$ cat src/rtl/mem_port_arbiter.sv
// Three-master arbiter for the single-port instruction/data memory.
// Handles a debug loader, core load/store and fetch, with bus locking and starvation boost.
module mem_port_arbiter #(
  parameter int unsigned AW         = 32,
  parameter int unsigned STARVE_MAX = 8
) (
  input  logic            clk,
  input  logic            rst,
  input  logic [2:0]      m_req,
  input  logic [2:0]      m_we,
  input  logic [2:0]      m_lock,
  input  logic [3*AW-1:0] m_addr,
  input  logic [95:0]     m_wdata,
  input  logic [11:0]     m_wstrb,
  output logic [2:0]      m_gnt,
  output logic [2:0]      m_rvalid,
  output logic [31:0]     m_rdata,
  output logic            mem_en,
  output logic [3:0]      mem_we,
  output logic [AW-1:0]   mem_addr,
  output logic [31:0]     mem_wdata,
  input  logic [31:0]     mem_rdata
);

  localparam int unsigned CW = $clog2(STARVE_MAX + 1);
  localparam logic [CW-1:0] SMAX = CW'(STARVE_MAX);
  localparam logic [1:0] NONE = 2'd3;

  typedef enum logic {ARB, LOCKED} state_t;

  state_t        state_q, state_d;
  logic [1:0]    owner_q, owner_d;
  logic          rr_q, rr_d;          // 0 = m1 next, 1 = m2 next
  logic          rd_pend_q, rd_pend_d;
  logic [1:0]    rd_id_q, rd_id_d;
  logic [31:0]   rdata_q;
  logic [CW-1:0] starve1_q, starve1_d, starve2_q, starve2_d;
  logic [2:0]    gnt_c;
  logic [1:0]    gid;
  logic          boost1, boost2;

  // Winner selection and next-state
  always_comb begin
    gnt_c     = 3'b000;
    state_d   = state_q;
    owner_d   = owner_q;
    rr_d      = rr_q;
    gid       = 2'd0;
    boost1    = m_req[1] && (starve1_q == SMAX);
    boost2    = m_req[2] && (starve2_q == SMAX);
    rd_pend_d = 1'b0;
    rd_id_d   = rd_id_q;

    case (state_q)
      ARB: begin
        if (boost1)                 gnt_c = 3'b010;
        else if (boost2)            gnt_c = 3'b100;
        else if (m_req[0])          gnt_c = 3'b001;
        else if (!rr_q && m_req[1]) gnt_c = 3'b010;
        else if (m_req[2])          gnt_c = 3'b100;
        else if (m_req[1])          gnt_c = 3'b010;
        if (|(gnt_c & m_lock)) begin
          state_d = LOCKED;
          owner_d = gnt_c[0] ? 2'd0 : (gnt_c[1] ? 2'd1 : 2'd2);
        end
      end
      LOCKED: begin
        case (owner_q)
          2'd0:    gnt_c = {2'b00, m_req[0]};
          2'd1:    gnt_c = {1'b0, m_req[1], 1'b0};
          2'd2:    gnt_c = {m_req[2], 2'b00};
          default: gnt_c = 3'b000;
        endcase
        // Release on an unlocked owner access or when the owner goes idle
        if (!(|gnt_c) || !(|(gnt_c & m_lock))) begin
          state_d = ARB;
          owner_d = NONE;
        end
      end
      default: begin
        state_d = ARB;
        owner_d = NONE;
      end
    endcase

    if (gnt_c[1]) gid = 2'd1;
    if (gnt_c[2]) gid = 2'd2;
    if (gnt_c[1]) rr_d = 1'b1;
    if (gnt_c[2]) rr_d = 1'b0;

    if (|(gnt_c & ~m_we)) begin
      rd_pend_d = 1'b1;
      rd_id_d   = gid;
    end

    starve1_d = (!m_req[1] || gnt_c[1]) ? '0 : ((starve1_q == SMAX) ? SMAX : starve1_q + CW'(1));
    starve2_d = (!m_req[2] || gnt_c[2]) ? '0 : ((starve2_q == SMAX) ? SMAX : starve2_q + CW'(1));
  end

  always_ff @(posedge clk or negedge rst) begin
    if (!rst) begin
      state_q   <= ARB;
      owner_q   <= NONE;
      rr_q      <= 1'b0;
      rd_pend_q <= 1'b0;
      rd_id_q   <= 2'd0;
      rdata_q   <= '0;
      starve1_q <= '0;
      starve2_q <= '0;
    end else begin
      state_q   <= state_d;
      owner_q   <= owner_d;
      rr_q      <= rr_d;
      rd_pend_q <= rd_pend_d;
      rd_id_q   <= rd_id_d;
      rdata_q   <= m_rdata;
      starve1_q <= starve1_d;
      starve2_q <= starve2_d;
    end
  end

  // Outputs are forced low while reset is asserted
  assign m_gnt     = rst ? gnt_c : 3'b000;
  assign mem_en    = |m_gnt;
  assign mem_addr  = mem_en ? m_addr[gid*AW +: AW] : '0;
  assign mem_wdata = mem_en ? m_wdata[gid*32 +: 32] : '0;
  assign mem_we    = mem_en ? (m_wstrb[gid*4 +: 4] & {4{m_we[gid]}}) : 4'b0000;
  assign m_rvalid  = rd_pend_q ? (3'b001 << rd_id_q) : 3'b000;
  assign m_rdata   = rd_pend_q ? mem_rdata : rdata_q;

endmodule
$ cat config.mk
export PLATFORM = sky130hd
export DESIGN_NAME = mem_port_arbiter
export DESIGN_NICKNAME = d
export VERILOG_FILES = /design/src/rtl/mem_port_arbiter.sv
export SDC_FILE = /design/constraint.sdc
export NUM_CORES = 1
export LEC_CHECK = 0
export BUFFER_PORTS_ARGS = -buffer_cell sky130_fd_sc_hd__buf_2
export CAP_MARGIN = 25
export CORE_AREA = 4 4 134 136
export DETAILED_ROUTE_END_ITERATION = 8
export DIE_AREA = 0 0 138 140
export GPL_ROUTABILITY_DRIVEN = 0
export PLACE_DENSITY_LB_ADDON = 0.12
export SLEW_MARGIN = 10
export SYNTH_ARGS = -nofsm -noshare
export SYNTH_HDL_FRONTEND = slang
export SYNTH_SLANG_ARGS = --single-unit
export TNS_END_PERCENT = 1
$ cat constraint.sdc
create_clock -name clk -period 2.2 [get_ports clk]
set_input_delay 0.22 -clock clk [delete_from_list [all_inputs] [get_ports clk]]
set_output_delay 0.22 -clock clk [all_outputs]
set_load 0.01 [all_outputs]
======== Yosys cells after proc, flatten, opt, wreduce, memory -nomap -nowiden ========
Index checks and enable logic that the tools add are counted.
operators by class
  multiplexer cells ....................... 35
  add/subtract/negate cells ............... 2
  reductions and logical operators ........ 19
  bitwise logic cells ..................... 6
  shift-type cells ........................ 4
  order comparisons ....................... 1
  multipliers ............................. 0
  equality and inequality tests ........... 6
  div/mod/pow operators ................... 0
operators with widths
  kind                                                        number
  indexed part select 96 x 8 -> 32 bit                        2
  two-way mux 32 bit                                          3
  two-way mux 3 bit                                           9
  two-way mux 4 bit                                           5
  OR reduction 3 bit                                          5
  two-way mux 2 bit                                           6
  indexed part select 12 x 5 -> 4 bit                         1
  AND 3 bit                                                   3
  case mux 3 bit (3 select lines)                             1
  adder 4 x 1 -> 4 bit, second input constant                 2
  equality test 4 bit, second input constant                  2
  two-way mux 1 bit                                           7
  case mux 3 bit (2 select lines)                             1
  zero test 1 bit                                             5
  AND 4 bit                                                   1
  case mux 2 bit (2 select lines)                             1
  logical AND 1 bit                                           3
  logical OR 1 bit                                            3
  less-than comparator 2 x 3 -> 1 bit, second input constant  1
  NOT 3 bit                                                   1
  left shift 1 x 2 -> 3 bit, first input constant             1
  binary-select mux 1 bit (select 2 bit)                      1
  equality test 2 x 1 -> 1 bit, second input constant         1
  equality test 2 bit, second input constant                  1
  7 further kinds                                             7
storage, ports and cells
  bits in latches ......................... 0
  memories ................................ 0
  bits in writable memories ............... 0
  memory bits (read-only) ................. 0
  word-level logic and storage cells ...... 81
  bits in registers ....................... 47

======== Logic depth before layout (Yosys ltp) ========
Gate-level depths: netlist (run 1).
  word-level depth ........................ 14
  depth in mapped cells ................... 11

======== Least setup slack after synthesis (run 1) ========
OpenSTA, ideal clock, no wires.
  kind .................................... register to output
  from .................................... reg starve2_q[0]
  to ...................................... out mem_we[0]
  required time ........................... 1.980 ns
  path slack .............................. 0.037 ns
  buffers on the path ..................... 2
  arrival ................................. 1.943 ns
  cell stages (with the launch flop) ...... 11
  cells stage by stage .................... dfrtp_1 inv_1 ha_1 and4b_4 a31o_1 a31o_4 nor2_4 buf_6 buf_4 nand2_1 a21oi_1
on the way
  cells in the longest elaborated chain, start to end .. 12
  elaborated cells between the ends (all ways) .. 15
  those cells by class .................... 1 x eq/ne; 1 x shift; 10 x mux; 1 x bitwise; 2 x reduce/logical
ends and longest elaborated chain
  item                                                                         line  text
  start, declared                                                              37    logic [CW-1:0] starve1_q, starve1_d, starve2_q, starve2_d;
  start signal, assigned                                                       118   starve2_q <= starve2_d;
  equality test 4 bit *                                                        50    boost2 = m_req[2] && (starve2_q == SMAX);
  logical AND 1 bit *                                                          50
  two-way mux 3 bit *                                                          57    else if (boost2) gnt_c = 3'b100;
  two-way mux 3 bit *                                                          56    if (boost1) gnt_c = 3'b010;
  two-way mux 3 bit *                                                          54    case (state_q)
  case mux 3 bit (2 select lines) *                                            54
  branches (longest 5 deep; another with indexed part select 12 x 5 -> 4 bit)  -
  two-way mux 4 bit *                                                          127   assign mem_we = mem_en ? (m_wstrb[gid*4 +: 4] & {4{m_we[gid]}}) : 4'b0000;
  end, declared                                                                19    output logic [3:0] mem_we,
Every way passes the cells marked *. The select of a mux whose other input is x is not followed.

======== Worst setup path after layout (run 1) ========
  from .................................... reg starve2_q[1]
  to ...................................... out mem_addr[31]
on the way
  cells in the longest elaborated chain, start to end .. 10
  elaborated cells between the ends (all ways) .. 12
  those cells by class .................... 1 x eq/ne; 1 x shift; 8 x mux; 2 x reduce/logical
ends and longest elaborated chain
  item                                  line  text
  equality test 4 bit *                 50
  logical AND 1 bit *                   50
  two-way mux 3 bit *                   57
  two-way mux 3 bit *                   56
  two-way mux 3 bit *                   54
  case mux 3 bit (2 select lines) *     54
  two-way mux 1 bit                     86    if (gnt_c[1]) gid = 2'd1;
  two-way mux 2 bit                     87    if (gnt_c[2]) gid = 2'd2;
  indexed part select 96 x 8 -> 32 bit  125   assign mem_addr = mem_en ? m_addr[gid*AW +: AW] : '0;
  two-way mux 32 bit *                  125
  end, declared                         20    output logic [AW-1:0] mem_addr,
Mark *: on every way between the ends. The rest lies on a longest branch, timed or not. The select of a mux whose other input is x is not followed.

==> key figures, run 1 <==
Finish
  • Layout cells sized above 1: about two thirds
  • Commonest non-fill, non-tap cells in the layout: 347 x buf_2, 74 x nand2_1, 68 x a22oi_1
  • Area grow syn2layout: 82.92%
  • Commonest non-fill, non-tap cell in the layout: buf_2
  • Nets: around 1,000
  • # diodes: 0

STA
  • Fin. Hold Viols: 0
  • Final-report max-slew violation count: 0
  • Unrepaired setup endpoints after global routing: true
  • Final setup vio count: 71
  • FMAX: around 370 MHz
  • Tmin final: 2.730 ns
  • Hold_ws: between 0.02 and 0.025 ns
  • Post-route setup slack: -0.5304 ns
  • Slew Limit Headroom: 62.73%
  • Sum Neg Setup Slack: -32.59 ns
  • Worst Skew: approximately 0.0072 ns
  • Final period utilization: 124.1%
  • Worst slew pin tran: roughly 0.55 ns

Die
  • # rows: 48
  • Die Ht: between 100 and 150 um
  • Die outline area: just under 20,000 sq um
  • Die Width: 138 um
  • Initial core utilization: between 20% and 30%
  • I/O Pins: ~350
  • Total core area: approximately 17,000 sq um

Yosys
  • Syn Nets: ~660
  • Register area share after synthesis: roughly a third
  • Main synth FF type: dfrtp_1
  • Async set-or-reset flop fraction in the synthesized netlist: 100.0%
  • Avg Inst Size Synth: roughly 9 sq um
  • Synth Cell Area: about 3600 sq um
  • Mapped Cells: 406
  • Ys Warns: 0
  • Post-synth EDFFs: 0
  • Yosys cell types: 41
  • FF+latch count, synth: 47

Place
  • Port Buf Inserts: 353
  • Detailed Place HPWL: 14.56 mm
  • Pre-CTS setup slack: -0.3592 ns

Detailed routing
  • Routed wire length: 18.47 mm
  • Drc violations: 0
  • Iter 0 DRT Violations: about 230
  • DR vias/cell: approximately 4.6
  • Remaining antenna violation count: 0
  • Via count: around 4,700
  • DRT Pass-1 Iters: 4
  • DR WL/cell: ~18 um

Pwr
  • Internal power: between 5 and 6 mW
  • PwrDens: 1313 nW/um^2
  • Sequential fraction of design power: between 10% and 20%
  • Switching Fraction: between 40% and 50%
  • Psw: between 3 and 4 mW
  • Clock power frac: between 10% and 20%
  • Max VDD drop: 0.0003823 V
  • Leak Pwr: about 3.3 nW
  • Total design power: approximately 8.7 mW
  • Combinational Power Share: around 73%

Critical path
  • Worst Path Max Fanout: 7
  • Worst setup path category: reg -> out
  • Data arrival time of the worst path: ~2.5 ns
  • Critical Path End Type: primary output
  • CP required: between 1.5 and 2 ns
  • Startpoint types: flip-flop

Run status
  • Status: finished, violations left
  • Failing checks: setup timing

Hold path
  • Worst hold path type: in -> async

Clock network
  • Root Driver: clkbuf_16
  • Clock-pin slew on the worst setup and hold paths: ~0.070 ns
  • CTS buffer count: 5
  • H-tree depth: 2
  • Deepest clock path buffer count: 2
  • Num Clock Sinks: 47
  • Clk_lat worst skew: 0.28 ns
  • CTS tree: done

Global routing
  • GRT Residual Overflow: 0
  • Vias in the first global route: approximately 5,100
  • First-pass GRT wire length: about 28 mm
  • Largest net degree at the start of global routing: 61
  • Initial antenna violation count: 1
  • Gr usage total: around 18%

Job
  • Maxcap violations: 0
[worst max-delay path, cell delays in order (launching register included)]
cell     delay (ns)
dfrtp_1        0.36
inv_1          0.05
ha_2           0.17
and4b_4        0.21
o41ai_4        0.29
o21a_4         0.23
o31ai_4        0.07
buf_6          0.14
buf_6          0.11
buf_12         0.14
buf_6          0.13
a21oi_2        0.16
buf_2          0.17
[what timing repair did]
action                                 CTS  global route
cloned                                   6             0
resized for setup                       43            17
endpoints found under the hold margin    0             0
hold buffers                             0             0
setup endpoints to repair               72            72
pin swaps                               19             7
buffers inserted                        11             0
[metal layers]
| layer | global-route usage (%) | share of wire, % |
|---|---|---|
| met1 | 21.63 | 40 |
| met2 | 32.45 | 52 |
| met3 | 4.063 | 6.5 |
| met4 | 3.952 | 1.8 |
| met5 | 0 | 0.070 |
[area by class of cell]
cell class | count | area (sq um)
clock buffer | 5 | 125.1
inverter | 10 | 37.54
clock inverter | 3 | 67.56
multi-input combinational | 314 | 2292
tap | 225 | 281.5
timing repair buffer | 420 | 2650
sequential | 47 | 1179
fill | 1799 | 10300
[metrics by stage]
stage / util (%) / std cells / instance area, sq um
after global placement: 35.00 / 999 / 5927
after floorplan: - / 406 / 3626
after detailed placement: 35.00 / 999 / 5927
final: 39.16 / 1024 / 6633
after CTS: 38.78 / 1024 / 6568
after global routing: 39.16 / 1024 / 6633
[power by group through the flow]
stage / Clock, mW / Combinational, mW / Sequential (mW)
floorplan: 0 / 3.19 / 1.38
global placement: 0 / 5.28 / 1.41
detailed placement: 0 / 5.34 / 1.43
CTS: 1.01 / 6.30 / 1.41
global route: 1.04 / 6.84 / 1.45
finish: 0.971 / 6.34 / 1.41
[state kept, by name, indices dropped and copies added, names as in the netlist]
name / flops
rdata_q: 32
starve1_q: 4
starve2_q: 4
owner_q: 2
rd_id_q: 2
rd_pend_q: 1
rr_q: 1
state_q: 1
[worst paths after layout]
kind	start	endpoint	slack, ns	cells past startpoint
setup / recovery	starve2_q[1]	mem_addr[31]	-0.53	12
hold / removal	rst	rdata_q[13]	0.02	2
setup reg to reg	starve2_q[1]	rd_id_q[0]	0.21	10
hold reg to reg	rdata_q[4]	rdata_q[4]	0.49	1
max in group asynchronous	rst	owner_q[1]	1.79	2
min in group clk	mem_rdata[14]	rdata_q[14]	0.18	2
[synth_stat cells, types with 2 or more instances]
master | count | area [sq um]
a21oi_1 | 23 | 115.1
a21oi_2 | 49 | 429.2
a22oi_1 | 68 | 510.5
a31oi_1 | 2 | 12.51
and2_1 | 4 | 25.02
and3_1 | 2 | 12.51
buf_2 | 14 | 70.07
buf_4 | 2 | 15.01
buf_6 | 9 | 101.4
clkbuf_1 | 9 | 33.78
dfrtp_1 | 45 | 1126
dfstp_2 | 2 | 52.55
ha_1 | 4 | 50.05
inv_1 | 7 | 26.28
inv_2 | 3 | 11.26
mux2_2 | 32 | 360.4
mux2i_1 | 2 | 20.02
nand2_1 | 79 | 296.5
nand2b_1 | 3 | 18.77
nand3_1 | 3 | 15.01
nand3b_1 | 2 | 15.01
nor2_1 | 11 | 41.29
nor3_1 | 4 | 20.02
nor3b_1 | 2 | 15.01
o21a_1 | 3 | 22.52
o21ai_0 | 5 | 25.02
o22ai_1 | 2 | 12.51
xor2_1 | 2 | 17.52
[kinds of logic after synthesis]
group / count (synthesis) / share of synthesized area (%)
AO/OA/AOI/OAI: 160 / 33.92
AND/OR/NAND/NOR: 114 / 14.01
flip-flops: 47 / 32.51
buffers and inverters: 45 / 7.212
multiplexers: 34 / 10.49
adder cells (fa/ha/maj): 4 / 1.380
XOR/XNOR: 2 / 0.4832
No activity file was read; power rests on OpenSTA's default activity.
==> run 2: changes to the inputs <==
==> constraint.sdc (replaced) <==
create_clock -name clk -period 2.2 [get_ports clk]
set_input_delay 0 -clock clk [delete_from_list [all_inputs] [get_ports clk]]
set_output_delay 0 -clock clk [all_outputs]
set_load 0.01 [all_outputs]
==> key figures, run 2 (synthesis gave the netlist of run 1 again) <==
Run status
  • Status: finished, violations left
  • Failing checks: setup timing

Critical path
  • Data arrival time of the worst path: 2.51 ns (about the same)
  • Worst Path Max Fanout: 7 (unchanged)
  • Critical path's slowest cell: dfrtp_1
  • Worst setup path category: reg -> out
  • Max stage delay on crit path: 0.37 ns (about the same)
  • CP required: 2.20 ns (+0.22 ns)
  • Startpoint types: flip-flop
  • Critical Path End Type: primary output
  • CP Cell Sequence: inv_1 > ha_1 > and4b_4 > o41ai_4 > o21a_2 > buf_4 > nor2_4 > buf_6 > buf_12 > buf_12 > nand2_1 > a21oi_2 > buf_2
  • CP most frequent cell: buf_12

Clock network
  • Root Driver: clkbuf_16
  • Deepest clock path buffer count: 2 (unchanged)
  • CTS tree: done
  • Clk_lat worst skew: 0.28 ns (about the same)
  • H-tree depth: 2 (unchanged)
  • CTS buffer count: 5 (unchanged)
  • Num Clock Sinks: 47 (unchanged)
  • Clock-pin slew on the worst setup and hold paths: 0.06 ns (about the same)

STA
  • Unrepaired setup endpoints after global routing: true
  • Sum Neg Setup Slack: -17.39 ns (+15.20 ns)
  • FMAX: 399.1 MHz (+9.0%)
  • Final-report max-slew violation count: 0 (unchanged)
  • Final setup vio count: 69 (-2.8%)
  • Hold_ws: 0.03257 ns (+0.01054 ns)
  • Post-route setup slack: -0.3055 ns (+0.2249 ns)
  • Worst Skew: 0.005214 ns (-0.001955 ns)
  • Worst slew pin tran: 0.4373 ns (-0.1159 ns)
  • Fin. Hold Viols: 0 (unchanged)
  • Tmin final: 2.506 ns (-0.2249 ns)
  • Final period utilization: 113.9% (-10 points)
  • Slew Limit Headroom: 70.85% (+8.1 points)

Finish
  • Largest registers: rdata_q (32), starve1_q (4), starve2_q (4)
  • Fill cells: 1,811 (+0.67%)
  • Layout cells sized above 1: 64.15% (-3.8 points)
  • Nets: 1,071 (+2.1%)
  • Commonest non-fill, non-tap cell in the layout: buf_2
  • Area grow syn2layout: 85.58%
  • Post-route insts no fill: 1,047 (+2.2%)
  • Top reg by flops: rdata_q
  • Max reg flops: 32 (unchanged)
  • Post-layout util: 39.73% (+0.57 points)
  • Commonest non-fill, non-tap cells in the layout: 343 x buf_2, 76 x nand2_1, 67 x a22oi_1

Die
  • # rows: 48 (unchanged)
  • Die Ht: 140 um (unchanged)
  • Die outline area: 19,320 sq um (unchanged)
  • Initial core utilization: 21.41% (unchanged)
  • Total core area: 16,940 sq um (unchanged)
  • Die Width: 138 um (unchanged)
  • I/O Pins: 354 (unchanged)

Detailed routing
  • Routed wire length: 18.27 mm (-1.1%)
  • DR WL/cell: 17.45 um (-3.2%)
  • Iter 0 DRT Violations: 268 (+19%)
  • DR vias/cell: 4.644 (+0.58%)
  • Drc violations: 0 (unchanged)
  • Via count: 4,862 (+2.8%)
  • DRT Pass-1 Iters: 5 (+1)
  • Remaining antenna violation count: 0 (unchanged)

Pwr
  • Max VDD drop: 0.0004279 V (+12%)
  • PwrDens: 1222 nW/um^2 (-7.0%)
  • Leak Pwr: 3.373 nW (+1.2%)

Global routing
  • Gr usage total: 17.70% (-0.19 points)
  • First-pass GRT wire length: 27.66 mm (-0.74%)
  • Largest net degree at the start of global routing: 61 (unchanged)
  • Vias in the first global route: 5,015 (-1.0%)
  • GRT Residual Overflow: 0 (unchanged)
  • Initial antenna violation count: 3 (+2)

Hold path
  • Worst hold path type: in -> reg

Place
  • Detailed Place HPWL: 14.47 mm (-0.65%)
  • Placed cell count: 992 (-0.70%)
  • Port Buf Inserts: 353 (unchanged)

Job
  • Maxcap violations: 0 (unchanged)
[run 2: final timing paths]
check,slack [ns],from,cells past startpoint,to
max,-0.31,starve2_q[0],13,mem_wdata[4]
min in group asynchronous,0.29,rst,3,starve2_q[2]
min,0.03,m_lock[1],3,owner_q[0]
max reg2reg,0.26,starve2_q[0],9,rd_pend_q
min reg2reg,0.49,rdata_q[23],1,rdata_q[23]
max in group asynchronous,1.22,rst,4,rdata_q[27]
[run 2: what timing repair did]
item	CTS	global route
pin swaps	11	3
setup buffers	8	0
gates cloned	3	0
gates resized for setup	23	21
hold endpoints to repair	49	0
hold buffers	35	0
setup endpoints to repair	70	73
[run 2: report_power, final]
group          switching, mW  internal (mW)
Sequential             0.140           1.27
Combinational           3.12           2.96
Clock                  0.300          0.443
Total                   3.56           4.66
[run 2: metal layers]
metal  GRT usage [%]  wire length [um]
met1           21.63              7189
met2           31.55              9438
met3           3.995              1283
met4           4.472               345
met5               0                13
[run 2: layout make-up]
class / instances / area, sq um / area share [%]
Timing Repair Buffer: 442 / 2801 / 41.63
Multi-Input combinational cell: 314 / 2281 / 33.90
Sequential cell: 47 / 1179 / 17.52
Tap cell: 225 / 281.5 / 4.184
Clock buffer: 6 / 138.9 / 2.064
Inverter: 10 / 37.54 / 0.5578
Clock inverter: 1 / 5.005 / 0.07438
Antenna cell: 2 / 5.005 / 0.07438
[run 2: worst max-delay path, delay by kind of cell (launching register included)]
| family | cells | cell delay (ns) |
|---|---|---|
| buffers and inverters | 6 | 0.75 |
| and+or+nand+nor | 3 | 0.47 |
| AOI/OAI and AO/OA | 3 | 0.46 |
| DFF | 1 | 0.37 |
| adders and majority gates | 1 | 0.15 |
[run 2: through the flow]
step | total power [mW] | setup slack (ns) | area [sq um]
finish | 8.221 | -0.3055 | 6729
global route | 8.834 | -0.4745 | 6729
CTS | 8.190 | -0.3107 | 6648
detailed placement | 6.731 | -0.1359 | 5874
global placement | 6.658 | -0.1146 | 5874
floorplan | 4.572 | 0.2574 | 3626
